File: config.mk
export PLATFORM = sky130hd
export DESIGN_NAME = ov_capture
export DESIGN_NICKNAME = d
export VERILOG_FILES = /design/src/rtl/ov_pkg.sv /design/src/rtl/ov_sync.sv /design/src/rtl/ov_capture.sv
export SDC_FILE = /design/constraint.sdc
export NUM_CORES = 1
export LEC_CHECK = 0
export ABC_AREA = 1
export BUFFER_PORTS_ARGS = -buffer_cell sky130_fd_sc_hd__clkbuf_2
export CAP_MARGIN = 10
export CORE_UTILIZATION = 55
export DETAILED_ROUTE_END_ITERATION = 7
export GPL_TIMING_DRIVEN = 1
export PLACE_DENSITY = 0.86
export SYNTH_ARGS = -nofsm -noshare
export SYNTH_HDL_FRONTEND = slang
export SYNTH_HIERARCHICAL = 1
export SYNTH_SLANG_ARGS = --single-unit
File: constraint.sdc
create_clock -name clk_sys -period 4.65 [get_ports clk_sys]
set_input_delay 0.2325 -clock clk_sys [delete_from_list [all_inputs] [get_ports clk_sys]]
set_output_delay 0.2325 -clock clk_sys [all_outputs]
set_load 0.01 [all_outputs]
File: src/rtl/ov_pkg.sv
// Shared types and constants for the ov_capture camera pixel-capture front end.
package ov_pkg;

    typedef enum logic [1:0] {
        IDLE    = 2'd0,
        WAIT_VS = 2'd1,
        ACTIVE  = 2'd2
    } state_e;

    localparam int unsigned ERR_W    = 32'd3;
    localparam int unsigned ERR_PART = 32'd0;
    localparam int unsigned ERR_SAT  = 32'd1;
    localparam int unsigned ERR_HREF = 32'd2;

    // One-hot mask for a single stu_err flag.
    function automatic logic [ERR_W-1:0] err_mask(input int unsigned idx);
        err_mask = 3'b001 << idx;
    endfunction

endpackage

File: src/rtl/ov_sync.sv
// Brings the DVP camera pins into clk_sys: 2-flop synchronisers, pclk/href edge
// detectors and a vsync debouncer that emits one-cycle rise/fall strobes.
module ov_sync
    import ov_pkg::*;
#(
    parameter int DW     = 8,
    parameter int VS_DEB = 8,
    parameter bit VS_POL = 1'b1
) (
    input  logic          clk_sys,
    input  logic          rst_n,
    input  logic          ov_vsync,
    input  logic          ov_href,
    input  logic          ov_pclk,
    input  logic [DW-1:0] ov_data,
    output logic          pclk_rise,
    output logic          href_s,
    output logic          href_fall,
    output logic [DW-1:0] data_s,
    output logic          vs_rise,
    output logic          vs_fall
);

    // Bit 0 is the first sync stage, bit 1 the second, bit 2 the edge-detect stage.
    logic [2:0]        pclk_sh_d, pclk_sh_q;
    logic [2:0]        href_sh_d, href_sh_q;
    logic [DW-1:0]     data_s1_d, data_s1_q;
    logic [DW-1:0]     data_s2_d, data_s2_q;
    logic [1:0]        vs_sh_d,   vs_sh_q;
    logic [VS_DEB-1:0] deb_sh_d,  deb_sh_q;
    logic              vs_deb_d,  vs_deb_q;
    logic              vs_act_s;
    logic              all_act_s;
    logic              all_inact_s;

    // The debouncer works on "active" rather than raw level so VS_POL only matters here.
    assign vs_act_s    = (vs_sh_q[1] == VS_POL);
    assign all_act_s   = &deb_sh_q;
    assign all_inact_s = ~|deb_sh_q;

    // Next-state for the synchroniser chains and debounce shift register.
    always_comb begin
        pclk_sh_d = {pclk_sh_q[1:0], ov_pclk};
        href_sh_d = {href_sh_q[1:0], ov_href};
        data_s1_d = ov_data;
        data_s2_d = data_s1_q;
        vs_sh_d   = {vs_sh_q[0], ov_vsync};
        deb_sh_d  = {deb_sh_q[VS_DEB-2:0], vs_act_s};
        if (all_act_s) begin
            vs_deb_d = 1'b1;
        end else if (all_inact_s) begin
            vs_deb_d = 1'b0;
        end else begin
            vs_deb_d = vs_deb_q;
        end
    end

    // Synchroniser and debounce state registers.
    always_ff @(posedge clk_sys or negedge rst_n) begin
        if (!rst_n) begin
            pclk_sh_q <= 3'b000;
            href_sh_q <= 3'b000;
            data_s1_q <= '0;
            data_s2_q <= '0;
            vs_sh_q   <= {2{~VS_POL}};
            deb_sh_q  <= '0;
            vs_deb_q  <= 1'b0;
        end else begin
            pclk_sh_q <= pclk_sh_d;
            href_sh_q <= href_sh_d;
            data_s1_q <= data_s1_d;
            data_s2_q <= data_s2_d;
            vs_sh_q   <= vs_sh_d;
            deb_sh_q  <= deb_sh_d;
            vs_deb_q  <= vs_deb_d;
        end
    end

    assign pclk_rise = pclk_sh_q[1] & ~pclk_sh_q[2];
    assign href_s    = href_sh_q[1];
    assign href_fall = ~href_sh_q[1] & href_sh_q[2];
    assign data_s    = data_s2_q;
    assign vs_rise   = all_act_s & ~vs_deb_q;
    assign vs_fall   = all_inact_s & vs_deb_q;

endmodule

File: src/rtl/ov_capture.sv
// Camera pixel-capture front end: frame FSM, beat-to-pixel assembly, line/frame
// counters and sticky error status for the register block.
module ov_capture
    import ov_pkg::*;
#(
    parameter int DW     = 8,
    parameter int BPP    = 2,
    parameter int VS_DEB = 8,
    parameter int CNT_W  = 16,
    parameter bit VS_POL = 1'b1
) (
    input  logic               clk_sys,
    input  logic               rst_n,
    input  logic               ov_vsync,
    input  logic               ov_href,
    input  logic               ov_pclk,
    input  logic [DW-1:0]      ov_data,
    input  logic               cfg_en,
    input  logic               cfg_clr,
    output logic               pix_valid,
    output logic [BPP*DW-1:0]  pix_data,
    output logic               pix_sof,
    output logic               pix_eol,
    output logic               pix_eof,
    output logic [CNT_W-1:0]   stu_line_len,
    output logic [CNT_W-1:0]   stu_line_cnt,
    output logic [CNT_W-1:0]   stu_frame_cnt,
    output logic [2:0]         stu_err,
    output logic               stu_busy
);

    localparam int              PW        = BPP * DW;
    localparam logic [1:0]      BEAT_LAST = 2'(BPP - 1);
    localparam logic [CNT_W-1:0] CNT_MAX  = '1;
    localparam logic [CNT_W-1:0] CNT_ONE  = CNT_W'(1);

    logic          pclk_rise_s, href_s, href_fall_s, vs_rise_s, vs_fall_s;
    logic [DW-1:0] data_s;

    ov_sync #(
        .DW     (DW),
        .VS_DEB (VS_DEB),
        .VS_POL (VS_POL)
    ) u_sync (
        .clk_sys   (clk_sys),
        .rst_n     (rst_n),
        .ov_vsync  (ov_vsync),
        .ov_href   (ov_href),
        .ov_pclk   (ov_pclk),
        .ov_data   (ov_data),
        .pclk_rise (pclk_rise_s),
        .href_s    (href_s),
        .href_fall (href_fall_s),
        .data_s    (data_s),
        .vs_rise   (vs_rise_s),
        .vs_fall   (vs_fall_s)
    );

    state_e           state_d, state_q;
    logic             frame_start_s, frame_end_s;
    logic [1:0]       beat_idx_d, beat_idx_q;
    logic [PW-1:0]    asm_d, asm_q;
    logic [CNT_W-1:0] pix_cnt_d, pix_cnt_q;
    logic [CNT_W-1:0] line_cnt_d, line_cnt_q;
    logic             sof_pend_d, sof_pend_q;
    logic             pix_valid_d, pix_valid_q;
    logic [PW-1:0]    pix_data_d, pix_data_q;
    logic             pix_sof_d, pix_sof_q;
    logic             pix_eol_d, pix_eol_q;
    logic             pix_eof_d, pix_eof_q;
    logic [CNT_W-1:0] line_len_d, line_len_q;
    logic [CNT_W-1:0] frm_lines_d, frm_lines_q;
    logic [CNT_W-1:0] frame_cnt_d, frame_cnt_q;
    logic [2:0]       err_d, err_q;
    logic             busy_d, busy_q;

    logic             in_active_s, line_open_s, line_end_s, beat_s, pix_done_s;
    logic [PW-1:0]    asm_shift_s;
    logic [CNT_W-1:0] pix_cnt_inc_s, line_cnt_inc_s, lines_frame_s;
    logic [2:0]       err_set_s;

    // Frame FSM: next state plus frame start/end events.
    always_comb begin
        state_d       = state_q;
        frame_start_s = 1'b0;
        frame_end_s   = 1'b0;
        case (state_q)
            IDLE: begin
                state_d = cfg_en ? WAIT_VS : IDLE;
            end
            WAIT_VS: begin
                if (!cfg_en) begin
                    state_d = IDLE;
                end else if (vs_fall_s) begin
                    state_d       = ACTIVE;
                    frame_start_s = 1'b1;
                end else begin
                    state_d = WAIT_VS;
                end
            end
            ACTIVE: begin
                // cfg_en is only consulted at frame end so a frame is never truncated.
                if (vs_rise_s) begin
                    frame_end_s = 1'b1;
                    state_d     = cfg_en ? WAIT_VS : IDLE;
                end else begin
                    state_d = ACTIVE;
                end
            end
            default: begin
                state_d = IDLE;
            end
        endcase
    end

    // A line still open when vsync rises is closed first, so its partial pixel is flagged.
    assign in_active_s    = (state_q == ACTIVE);
    assign line_open_s    = (beat_idx_q != 2'd0) || (pix_cnt_q != '0);
    assign line_end_s     = in_active_s && (href_fall_s || (vs_rise_s && line_open_s));
    assign beat_s         = in_active_s && pclk_rise_s && href_s && !line_end_s;
    assign pix_done_s     = beat_s && (beat_idx_q == BEAT_LAST);
    assign asm_shift_s    = (asm_q << DW) | PW'(data_s);
    assign pix_cnt_inc_s  = (pix_cnt_q == CNT_MAX) ? pix_cnt_q : pix_cnt_q + CNT_ONE;
    assign line_cnt_inc_s = (line_cnt_q == CNT_MAX) ? line_cnt_q : line_cnt_q + CNT_ONE;
    assign lines_frame_s  = line_end_s ? line_cnt_inc_s : line_cnt_q;

    // Beat assembly and the running pixel/line counters.
    always_comb begin
        beat_idx_d = beat_idx_q;
        asm_d      = asm_q;
        pix_cnt_d  = pix_cnt_q;
        line_cnt_d = line_cnt_q;
        if (frame_start_s || line_end_s) begin
            beat_idx_d = 2'd0;
            asm_d      = '0;
            pix_cnt_d  = '0;
        end else if (beat_s) begin
            beat_idx_d = pix_done_s ? 2'd0 : beat_idx_q + 2'd1;
            asm_d      = asm_shift_s;
            pix_cnt_d  = pix_done_s ? pix_cnt_inc_s : pix_cnt_q;
        end else begin
            beat_idx_d = beat_idx_q;
        end
        if (frame_start_s || frame_end_s) begin
            line_cnt_d = '0;
        end else if (line_end_s) begin
            line_cnt_d = line_cnt_inc_s;
        end else begin
            line_cnt_d = line_cnt_q;
        end
    end

    // Output strobes, status registers and sticky error flags (set wins over clear).
    always_comb begin
        err_set_s = 3'b000;
        if (line_end_s && (beat_idx_q != 2'd0)) begin
            err_set_s = err_set_s | err_mask(ERR_PART);
        end else begin
            err_set_s = err_set_s;
        end
        if ((pix_done_s && (pix_cnt_q == CNT_MAX)) || (line_end_s && (line_cnt_q == CNT_MAX))) begin
            err_set_s = err_set_s | err_mask(ERR_SAT);
        end else begin
            err_set_s = err_set_s;
        end
        if (!in_active_s && href_s) begin
            err_set_s = err_set_s | err_mask(ERR_HREF);
        end else begin
            err_set_s = err_set_s;
        end

        if (frame_start_s) begin
            sof_pend_d = 1'b1;
        end else if (pix_done_s) begin
            sof_pend_d = 1'b0;
        end else begin
            sof_pend_d = sof_pend_q;
        end

        pix_valid_d = pix_done_s;
        pix_data_d  = pix_done_s ? asm_shift_s : pix_data_q;
        pix_sof_d   = pix_done_s && sof_pend_q;
        pix_eol_d   = line_end_s;
        pix_eof_d   = frame_end_s;
        line_len_d  = line_end_s ? pix_cnt_q : line_len_q;
        frm_lines_d = frame_end_s ? lines_frame_s : frm_lines_q;
        frame_cnt_d = (cfg_clr ? '0 : frame_cnt_q) + (frame_end_s ? CNT_ONE : '0);
        err_d       = (cfg_clr ? 3'b000 : err_q) | err_set_s;
        busy_d      = (state_d == ACTIVE);
    end

    // All state and registered outputs.
    always_ff @(posedge clk_sys or negedge rst_n) begin
        if (!rst_n) begin
            state_q     <= IDLE;
            beat_idx_q  <= 2'd0;
            asm_q       <= '0;
            pix_cnt_q   <= '0;
            line_cnt_q  <= '0;
            sof_pend_q  <= 1'b0;
            pix_valid_q <= 1'b0;
            pix_data_q  <= '0;
            pix_sof_q   <= 1'b0;
            pix_eol_q   <= 1'b0;
            pix_eof_q   <= 1'b0;
            line_len_q  <= '0;
            frm_lines_q <= '0;
            frame_cnt_q <= '0;
            err_q       <= 3'b000;
            busy_q      <= 1'b0;
        end else begin
            state_q     <= state_d;
            beat_idx_q  <= beat_idx_d;
            asm_q       <= asm_d;
            pix_cnt_q   <= pix_cnt_d;
            line_cnt_q  <= line_cnt_d;
            sof_pend_q  <= sof_pend_d;
            pix_valid_q <= pix_valid_d;
            pix_data_q  <= pix_data_d;
            pix_sof_q   <= pix_sof_d;
            pix_eol_q   <= pix_eol_d;
            pix_eof_q   <= pix_eof_d;
            line_len_q  <= line_len_d;
            frm_lines_q <= frm_lines_d;
            frame_cnt_q <= frame_cnt_d;
            err_q       <= err_d;
            busy_q      <= busy_d;
        end
    end

    assign pix_valid     = pix_valid_q;
    assign pix_data      = pix_data_q;
    assign pix_sof       = pix_sof_q;
    assign pix_eol       = pix_eol_q;
    assign pix_eof       = pix_eof_q;
    assign stu_line_len  = line_len_q;
    assign stu_line_cnt  = frm_lines_q;
    assign stu_frame_cnt = frame_cnt_q;
    assign stu_err       = err_q;
    assign stu_busy      = busy_q;

endmodule

==> results by group <==
Run status
  • Outcome: finished with violations
  • Violated checks: design-rule violations

Layout
  • Multi-input logic area: 0.00255 sq mm
  • Final Net Count: 894
  • Filler Cells Inserted: 892
  • Share of post-route cells with drive strength above 1: 16.6%
  • Final instance count without filler cells: 1030
  • Sequential Area: 0.00375 sq mm
  • Area growth from synthesis to layout: 17.6%
  • Final core utilization: 67.6%
  • Antenna cell count: 0

Worst setup path
  • WS Path Type: reg -> reg
  • Standard cell with the maximum stage delay on the critical path: sky130_fd_sc_hd__inv_2
  • Gate family responsible for the most delay along the worst path: simple AND/OR/NAND/NOR gates
  • Arrival time worst endpoint: 3370 ps
  • Critical path cell sequence: nand2_1 -> nor2_1 -> nand2_1 -> nor2_1 -> nand2_4 -> clkinv_2 -> nand2_4 -> nand2_4 -> inv_2 -> nand2_1 -> inv_2 -> nand3_1 -> nand2_1
  • Flop-to-flop setup slack: 1640 ps
  • Element type at the critical path start: flip-flop
  • CP max stage delay: 540 ps
  • Crit. End Element: flip-flop
  • Critical path buffers and inverters: 3
  • Largest fanout on the critical path: 39
  • Required time at the worst-slack endpoint: 5010 ps
  • Most Frequent Cell on Critical Path: sky130_fd_sc_hd__nand2_1

Placement
  • Total placed cells including tap cells: 986
  • Final HPWL from detailed placement: 9550 um
  • Placer congestion estimate: 0.898
  • Port Buffer Count: 86

Routing
  • Detailed-route via count: 5404
  • Initial DRT Pass Iterations: 8
  • WL per Instance: 14.7 um
  • First-iteration detailed-routing DRC count: 504
  • Post-route antenna net violation count: 0
  • Remaining DRCs: 3
  • Vias per cell: 5.25
  • Total Wirelength: 15200 um

Floorplanning
  • Overall die height: 112 um
  • Core footprint: 0.0116 sq mm
  • Die footprint: 0.0126 sq mm
  • Initial cell density of the core: 57.5%
  • Top-level port count: 87
  • Die Span X: 112 um
  • Std-Cell Rows: 39

Logic synthesis
  • Top area cells in the synthesized netlist: sky130_fd_sc_hd__dfrtp_1, sky130_fd_sc_hd__nand2_1, sky130_fd_sc_hd__nor2_1
  • Synth warnings: 6
  • Synth Instances: 776
  • Average instance area after synthesis: 8.60 sq um
  • Cell variety after synth: 36
  • Synthesized area: 0.00668 sq mm
  • Number of storage elements in the synthesis netlist: 150
  • Fraction of the yosys area taken by sequential cells: 56.2%
  • Number of nets in the synthesized netlist: 796
  • Fraction of post-synthesis cell area in the top cell type by area: 56.2%
  • Cell type with the highest aggregate area in the netlist: sky130_fd_sc_hd__dfrtp_1

STA
  • Maximum operating frequency: 332 MHz
  • Actual slew at the worst max-slew pin: 989 ps
  • Pins Over Slew Limit: 0
  • Share of the cycle needed by the critical path after routing: 64.8%
  • Final worst hold slack: 44.1 ps
  • Worst Skew: 9.68 ps
  • Fin crit period: 3010 ps
  • Final-report setup violation count: 0
  • Relative slew margins: 34.1%
  • RSZ-0062 raised after global routing: false
  • Fin. Hold Viols: 0
  • Aggregate negative setup slack: 0 ps

Global routing
  • Total GRT Usage: 26.3%
  • Pin count of the biggest net entering global routing: 113
  • Via count of the first global-routing pass: 5529
  • Antenna violations before repair: 0
  • Final global-route overflow total: 0
  • First-pass GRT wire length: 25800 um

Power and ir drop
  • VDD IR max: 0.282 mV
  • Net switching power: 0.809 mW
  • Static Leak: 4.17 nW
  • Internal portion of total power: 2.24 mW
  • Power per cell area: 389 mW/mm^2
  • Part of the total power dissipated in sequential elements: 47.9%
  • Part of the power in the clock network: 43.7%
  • Switching portion of total power: 26.5%
  • Part of the power in combinational logic: 8.4%

CTS
  • Count of cells resized by post-cts repair: 0
  • Clock root cell: sky130_fd_sc_hd__clkbuf_16
  • TritonCTS Sinks: 150
  • Clock tree from TritonCTS: done
  • CTS max path bufs: 2
  • Clock insertion delay at the later pin of the skew report: 430 ps
  • H-tree levels: 4
  • Clock transition at the register clock pins on the worst setup and hold paths after CTS: 70 ps
  • Clock buffer count from CTS: 17

Flow run
  • Max-cap viol count: 0

Worst hold path
  • Hold Crit Class: in -> reg
[cells in the final DEF, fill, tap and decap left out, types with 3 or more instances in the layout]
| cell | netlist | routed |
|---|---|---|
| sky130_fd_sc_hd__a21oi_1 | 18 | 18 |
| sky130_fd_sc_hd__clkbuf_16 | 0 | 17 |
| sky130_fd_sc_hd__clkbuf_2 | 0 | 85 |
| sky130_fd_sc_hd__clkinv_4 | 0 | 5 |
| sky130_fd_sc_hd__dfrtp_1 | 150 | 150 |
| sky130_fd_sc_hd__dlygate4sd3_1 | 0 | 12 |
| sky130_fd_sc_hd__ha_1 | 5 | 5 |
| sky130_fd_sc_hd__inv_1 | 55 | 55 |
| sky130_fd_sc_hd__inv_2 | 5 | 5 |
| sky130_fd_sc_hd__inv_6 | 0 | 4 |
| sky130_fd_sc_hd__nand2_1 | 312 | 312 |
| sky130_fd_sc_hd__nand2_2 | 4 | 4 |
| sky130_fd_sc_hd__nand2_4 | 5 | 5 |
| sky130_fd_sc_hd__nand3_1 | 30 | 30 |
| sky130_fd_sc_hd__nand4_1 | 6 | 6 |
| sky130_fd_sc_hd__nor2_1 | 77 | 77 |
| sky130_fd_sc_hd__nor2_2 | 4 | 4 |
| sky130_fd_sc_hd__nor2_4 | 3 | 3 |
| sky130_fd_sc_hd__nor3_1 | 10 | 10 |
| sky130_fd_sc_hd__o21ai_0 | 15 | 15 |
| sky130_fd_sc_hd__o21ai_1 | 5 | 5 |
| sky130_fd_sc_hd__xnor2_1 | 7 | 7 |
| sky130_fd_sc_hd__xor2_1 | 29 | 29 |
[power groups by stage]
stage | logic, mW | clock network, mW | registers, mW
3_3_place_gp | 0.229 | 0 | 1.48
5_1_grt | 0.292 | 1.41 | 1.47
6_report | 0.258 | 1.33 | 1.46
3_5_place_dp | 0.239 | 0 | 1.48
2_1_floorplan | 0.135 | 0 | 1.48
4_1_cts | 0.261 | 1.34 | 1.46
[logic make-up after synthesis]
family                   after synthesis  share of synthesized area (%)
flip-flops                           150                           56.2
AO/OA/AOI/OAI                         45                           3.79
adder cells (fa/ha/maj)                5                          0.937
XOR/XNOR                              36                           4.72
buffers and inverters                 81                           5.57
AND/OR/NAND/NOR                      459                           28.8
[metrics by stage]
step	cell area [sq um]	power [mW]	setup WS [ps]
floorplan	6680	1.61	2170
global placement	7160	1.71	1870
detailed placement	7160	1.72	1700
CTS	7850	3.06	1650
global route	7850	3.17	1350
finish	7850	3.05	1640
[cell type report]
type	instances	area share (%)
clock buffers	18	5.47
clock inverters	14	1.83
inverters	61	2.93
multi-input cells	545	32.5
flip-flops and latches	150	47.8
well taps	143	2.28
repair buffers	99	7.19
[sequential cells by signal (all words and copies together), names as in the netlist]
register	cells
u_sync/vs_sh_q	2
u_sync/data_s	8
u_sync/deb_sh_q	8
pix_eof	1
u_sync/data_s1_q	8
sof_pend_q	1
pix_sof	1
stu_line_len	16
u_sync/vs_deb_q	1
stu_err	3
pix_valid	1
u_sync/href_sh_q	3
beat_idx_q	2
pix_data	16
pix_eol	1
stu_line_cnt	16
stu_frame_cnt	16
line_cnt_q	16
pix_cnt_q	16
asm_q	8
u_sync/pclk_sh_q	3
stu_busy	1
state_q	2
[layer usage]
metal  up-vias  part of all wire, %  routed length, um  global-route usage, %
met5         -                    0                  0                      0
met4         0                  3.1                468                   13.1
met3        43                  4.8                723                   5.67
met2       187                   51               7810                   45.6
met1      2578                   41               6190                   31.1
li1       2596                    -                  -                      -
[worst register-to-register path, stage by stage (launching register included)]
cell	delay, ps
sky130_fd_sc_hd__dfrtp_1	400
sky130_fd_sc_hd__nand2_1	80
sky130_fd_sc_hd__nor2_1	50
sky130_fd_sc_hd__nand2_1	70
sky130_fd_sc_hd__nor2_1	100
sky130_fd_sc_hd__nand2_4	210
sky130_fd_sc_hd__clkinv_2	320
sky130_fd_sc_hd__nand2_4	230
sky130_fd_sc_hd__nand2_4	220
sky130_fd_sc_hd__inv_2	540
sky130_fd_sc_hd__nand2_1	200
sky130_fd_sc_hd__inv_2	300
sky130_fd_sc_hd__nand3_1	140
sky130_fd_sc_hd__nand2_1	90
[synthesized netlist by cell type, drive strengths merged]
master and n:
nor3b 1, dfrtp 150, a21oi 19, xor2 29, nand3 32, nor3 11
o211ai 1, xnor2 7, clkinv 1, o21bai 2, o21ai 20, inv 60
buf 16, o2111ai 1, nor4 2, a22o 1, nand3b 1, o21a 1
ha 5, nor2 84, nand2 321, clkbuf 4, nand4 7
[what timing repair did]
item,4_1_cts,5_1_grt
hold endpoints to repair,21,0
buffers inserted,0,0
hold buffers,12,0
[worst paths after layout]
| path | start | end | depth (start not counted) |
|---|---|---|---|
| max | u_sync/deb_sh_q[0] | pix_cnt_q[0] | 13 |
| min | cfg_en | state_q[0] | 2 |
| max reg2reg | u_sync/deb_sh_q[0] | pix_cnt_q[0] | 13 |
| min reg2reg | u_sync/data_s1_q[4] | u_sync/data_s[4] | 0 |
| max in group asynchronous | rst_n | stu_line_len[8] | 3 |
| min in group asynchronous | rst_n | stu_line_cnt[3] | 2 |
Power figures use the tool's default switching activity.
